## src/rtl/wb_regfile_pkg.sv

```systemverilog
// Shared constants for the writeback register file: default geometry and
// architecturally named register indices.
package wb_regfile_pkg;

    localparam int REGFILE_DW    = 32;
    localparam int REGFILE_AW    = 5;
    localparam int REGFILE_CNT_W = 16;

    localparam logic [4:0] REG_ZERO = 5'd0;
    localparam logic [4:0] REG_SP   = 5'd29;
    localparam logic [4:0] REG_RA   = 5'd31;

endpackage

```

## src/rtl/regfile_bypass.sv

```systemverilog
// One read-port mux: forwards the word being written back this cycle when it
// targets the requested register, otherwise passes the stored word through.
module regfile_bypass
    import wb_regfile_pkg::*;
#(
    parameter int DW = REGFILE_DW,
    parameter int AW = REGFILE_AW
) (
    input  logic [AW-1:0] idx,
    input  logic          WE,
    input  logic [AW-1:0] Rw,
    input  logic [DW-1:0] DataIn,
    input  logic [DW-1:0] stored,
    output logic [DW-1:0] word
);

    // r0 never forwards, so a discarded write to r0 cannot leak onto a bus.
    always_comb begin
        word = stored;
        if (idx == AW'(REG_ZERO)) begin
            word = '0;
        end else if (WE && (Rw == idx)) begin
            word = DataIn;
        end
    end

endmodule

```

## src/rtl/wb_regfile.sv

```systemverilog
// 32 x 32 general-purpose register file with a same-cycle write-to-read bypass,
// hardwired-zero r0, a non-bypassed debug port and a retired-write counter.
module wb_regfile
    import wb_regfile_pkg::*;
#(
    parameter int DW    = REGFILE_DW,
    parameter int AW    = REGFILE_AW,
    parameter int CNT_W = REGFILE_CNT_W
) (
    input  logic             clk,
    input  logic             rst_n,
    input  logic             WE,
    input  logic [AW-1:0]    Rw,
    input  logic [DW-1:0]    DataIn,
    input  logic [AW-1:0]    Ra,
    input  logic [AW-1:0]    Rb,
    output logic [DW-1:0]    busA,
    output logic [DW-1:0]    busB,
    input  logic [AW-1:0]    dbg_idx,
    output logic [DW-1:0]    dbg_data,
    output logic [CNT_W-1:0] wr_count
);

    localparam int DEPTH = 2 ** AW;

    logic [DW-1:0] regs [DEPTH];
    logic [DW-1:0] stored_a;
    logic [DW-1:0] stored_b;
    logic          commit;
    logic          bypass_we;

    assign commit = WE && (Rw != AW'(REG_ZERO));

    // Reset wins over a simultaneous write; r0 is never written.
    always_ff @(posedge clk) begin
        if (!rst_n) begin
            for (int i = 0; i < DEPTH; i++) begin
                regs[i] <= '0;
            end
            wr_count <= '0;
        end else if (commit) begin
            regs[Rw] <= DataIn;
            wr_count <= wr_count + 1'b1;
        end
    end

    assign stored_a = (Ra == AW'(REG_ZERO))      ? '0 : regs[Ra];
    assign stored_b = (Rb == AW'(REG_ZERO))      ? '0 : regs[Rb];
    assign dbg_data = (dbg_idx == AW'(REG_ZERO)) ? '0 : regs[dbg_idx];

    // While in reset the pending write is ignored, so the buses must not forward it.
    assign bypass_we = WE && rst_n;

    regfile_bypass #(.DW(DW), .AW(AW)) u_bypass_a (
        .idx    (Ra),
        .WE     (bypass_we),
        .Rw     (Rw),
        .DataIn (DataIn),
        .stored (stored_a),
        .word   (busA)
    );

    regfile_bypass #(.DW(DW), .AW(AW)) u_bypass_b (
        .idx    (Rb),
        .WE     (bypass_we),
        .Rw     (Rw),
        .DataIn (DataIn),
        .stored (stored_b),
        .word   (busB)
    );

endmodule

```

## config.mk

```make
export PLATFORM = sky130hd
export DESIGN_NAME = wb_regfile
export DESIGN_NICKNAME = d
export VERILOG_FILES = /design/src/rtl/wb_regfile_pkg.sv /design/src/rtl/regfile_bypass.sv /design/src/rtl/wb_regfile.sv
export SDC_FILE = /design/constraint.sdc
export NUM_CORES = 2
export LEC_CHECK = 0
export ABC_CLOCK_PERIOD_IN_PS = 6280
export BUFFER_PORTS_ARGS = -buffer_cell sky130_fd_sc_hd__buf_2
export CAP_MARGIN = 20
export CORE_ASPECT_RATIO = 1.2
export CORE_MARGIN = 2
export CORE_UTILIZATION = 50
export DETAILED_ROUTE_END_ITERATION = 8
export PLACE_DENSITY = 0.66
export SLEW_MARGIN = 20
export SYNTH_ARGS = -nofsm -noshare
export SYNTH_HDL_FRONTEND = slang
export SYNTH_SLANG_ARGS = --single-unit
```

## constraint.sdc

```tcl
create_clock -name clk -period 6.28 [get_ports clk]
set_input_delay 0.942 -clock clk [delete_from_list [all_inputs] [get_ports clk]]
set_output_delay 0.942 -clock clk [all_outputs]
set_load 0.05 [all_outputs]
```

==> results.yml <==
global_route:
  antenna_found_initial: 47
  grt_use_met1_pct: 49.7
  top_usage_layer: "met2"
  grt.overflow.total: 0
  grt_max_degree: 69
  use_met3_pct: 15.4
  grt_use_met2_pct: 56.4
  grt_use_total_pct: 39.5
  grt_pass1_vias: 44700
  grt_pass1_wl_mm: 352
sta:
  fin_setup_tns_ns: 0
  setup_viol: 0
  fin_crit_sh_pct: 82.5
  hold_violations: 0
  clock-skew-final_ns: 0.0256
  max_slew_margin_pct: 12.0
  worst_pin_slew_ns: 1.32
  period_needed_ns: 5.18
  fmax_ghz: 0.193
  drv_slew: 0
  whs_ns: 0.521
  rsz0062_at_grt: "no"
cts:
  clock_latency_ns: 0.76
  h-tree-depth: 3
  holdBufCountCts: 0
  cts_resized: 0
  cts_tree: "yes"
  numCtsBuffers: 114
  cts_max_path_buffers: 3
  cts_setup_buffers: 0
  clock-sinks: 1040
  clk_pin_slew_ns: 0.06
  cts_root_buf: "clkbuf_16"
finish:
  multi_input_area_um2: 31100
  fin_cells: 6104
  final_nets: 4362
  layout_commonest_cell: "edfxtp_1"
  drive_gt1_share_pct: 31.6
  areaGrowthSynthToFinish_pct: 11.1
  final_cell_mix: "edfxtp_1 (1024), and2_1 (995), mux4_2 (779)"
  area.sequential_um2: 31100
  fill_cells: 9877
floorplan:
  die_w_um: 330
  start_util_pct: 50.4
  die-area_um2: 131000
  fp-row-count: 143
  ios: 167
  core_um2: 127000
  die_h_um: 396
power_and_ir_drop:
  max-vdd-ir-drop_mv: 0.239
  power.density_nw_per_um2: 267
  leakagePower_uw: 0.0244
routing:
  ant_nets: 0
  vias: 46100
  drt-total-wl_mm: 258
  wl_per_cell_um: 42.3
  drc: 0
  dr.pass1.iters: 6
  drtIter0Drc: 8450
  vias_per_cell: 7.55
run_status:
  outcome: "finished, final reports clean"
place:
  place.gp.congestion: 0.941
  dp.cells: 5855
  port_buffers: 166
  place_hpwl_mm: 162
worst_hold_path:
  min_path_type: "flip-flop to flip-flop"
setup_path:
  critPathKind: "input pin to output port"
  crit_slowest_cell: "mux2i_1"
  worstPathMaxFanout: 67
  path_buf_inv: 3
  critical-path-top-delay-family: "multiplexers"
  worstSetupStartpointType: "input pin"
  cpPeakStageDelay_ns: 0.82
  critPathRequiredTime_ns: 5.34
  cp_cell_sequence: "buf_8 -> buf_4 -> mux4_2 -> mux2i_1 -> a211oi_1 -> a211o_1 -> buf_2"
  worstPathArrival_ns: 4.24
  end_kind: "output port"
synth:
  synth_warnings: 0
  post_synth_num_cell_types: 75
  ys_seq_area_share_pct: 48.6
  async_reset_ff_share_pct: 0
  synth.avg_cell_area_um2: 14.9
  synth_edf_count: 1024
  postSynthCellCount: 4304
  synth_area_um2: 63900
  ys_seq_elements: 1040
  synth_flop_cell: "edfxtp_1"
job:
  drv_cap: 0
## stage by stage
stage	utilization (%)	cell area, µm²	power, µW	setup slack [ns]
2_1_floorplan	-	64100	10500	1.77
6_report	56.0	71000	18900	1.10
3_3_place_gp	52.7	66800	11600	1.27
4_1_cts	55.9	70900	18800	1.26
5_1_grt	55.9	71000	19200	1.14
3_5_place_dp	52.8	66900	11700	1.30
## routing by layer
layer | routed length (µm) | up-vias
li1 | - | 17100
met1 | 83800 | 23300
met2 | 111000 | 4553
met3 | 41900 | 1099
met4 | 20800 | 38
met5 | 265 | -
## Yosys cell counts (23+ instances only)
| cell type | n | area share, % |
|---|---|---|
| a211oi_1 | 65 | 0.76 |
| a21oi_1 | 40 | 0.31 |
| a221o_1 | 25 | 0.39 |
| a221oi_1 | 23 | 0.32 |
| a22o_1 | 32 | 0.44 |
| a22oi_1 | 52 | 0.61 |
| and2_1 | 997 | 9.8 |
| buf_1 | 23 | 0.14 |
| buf_2 | 91 | 0.71 |
| buf_4 | 29 | 0.34 |
| buf_6 | 29 | 0.51 |
| clkbuf_1 | 309 | 1.8 |
| edfxtp_1 | 1024 | 48 |
| inv_1 | 38 | 0.22 |
| mux2i_1 | 157 | 2.5 |
| mux4_2 | 779 | 27 |
| nand2_1 | 116 | 0.68 |
| nand3_1 | 36 | 0.28 |
| nor2_1 | 80 | 0.47 |
| nor3_1 | 30 | 0.23 |
| o21ai_0 | 53 | 0.41 |
| o21ai_1 | 38 | 0.30 |
| o22ai_1 | 62 | 0.61 |
## final timing paths
kind / startpoint / end / slack, ns / cells past startpoint
max: Ra[0] / busA[14] / 1.10 / 7
min: wr_count[15] / wr_count[15] / 0.52 / 2
max reg2reg: wr_count[3] / wr_count[12] / 4.63 / 5
min reg2reg: wr_count[15] / wr_count[15] / 0.52 / 2
## power breakdown
part,total (µW),internal (µW),switching [µW],leakage (µW)
clock network,7230,4260,2970,0.00190
logic,3410,1270,2140,0.0126
registers,8290,8010,280,0.00988
total,18900,13500,5390,0.0244
## final cells by class
class                      count  area share, %
inverter                      40          0.217
clock inverter                66           1.17
multi-input combinational   2763           43.8
timing repair buffer         347           3.66
tap                         1667           2.94
sequential                  1040           43.8
clock buffer                 149           4.39
antenna                       32          0.113
## flip-flops by register name (all words and copies together) (netlist names)
signal / count
wr_count: 16
regs: 1024
## worst reg2reg max path, cell delays in order, from the launching register on
cell     delay (ns)
dfxtp_1        0.41
and4_1         0.28
nand4_1        0.25
nor4_1         0.39
xnor2_1        0.16
nor2_1         0.05
## kinds of logic (layout without fill, tap and decap cells)
logic type                 after synthesis  in the layout  synth area share [%]
muxes                                  944            944                  30.0
adders and majority gates                1              1                0.0196
DFF                                   1040           1040                  48.6
and+or+nand+nor                       1327           1327                  12.2
AOI/OAI and AO/OA                      435            435                  4.82
other                                    1             64               0.00586
xor gates and xnor gates                24             24                 0.340
buffers and inverters                  532            602                  4.01
Power figures use the tool's default switching activity.
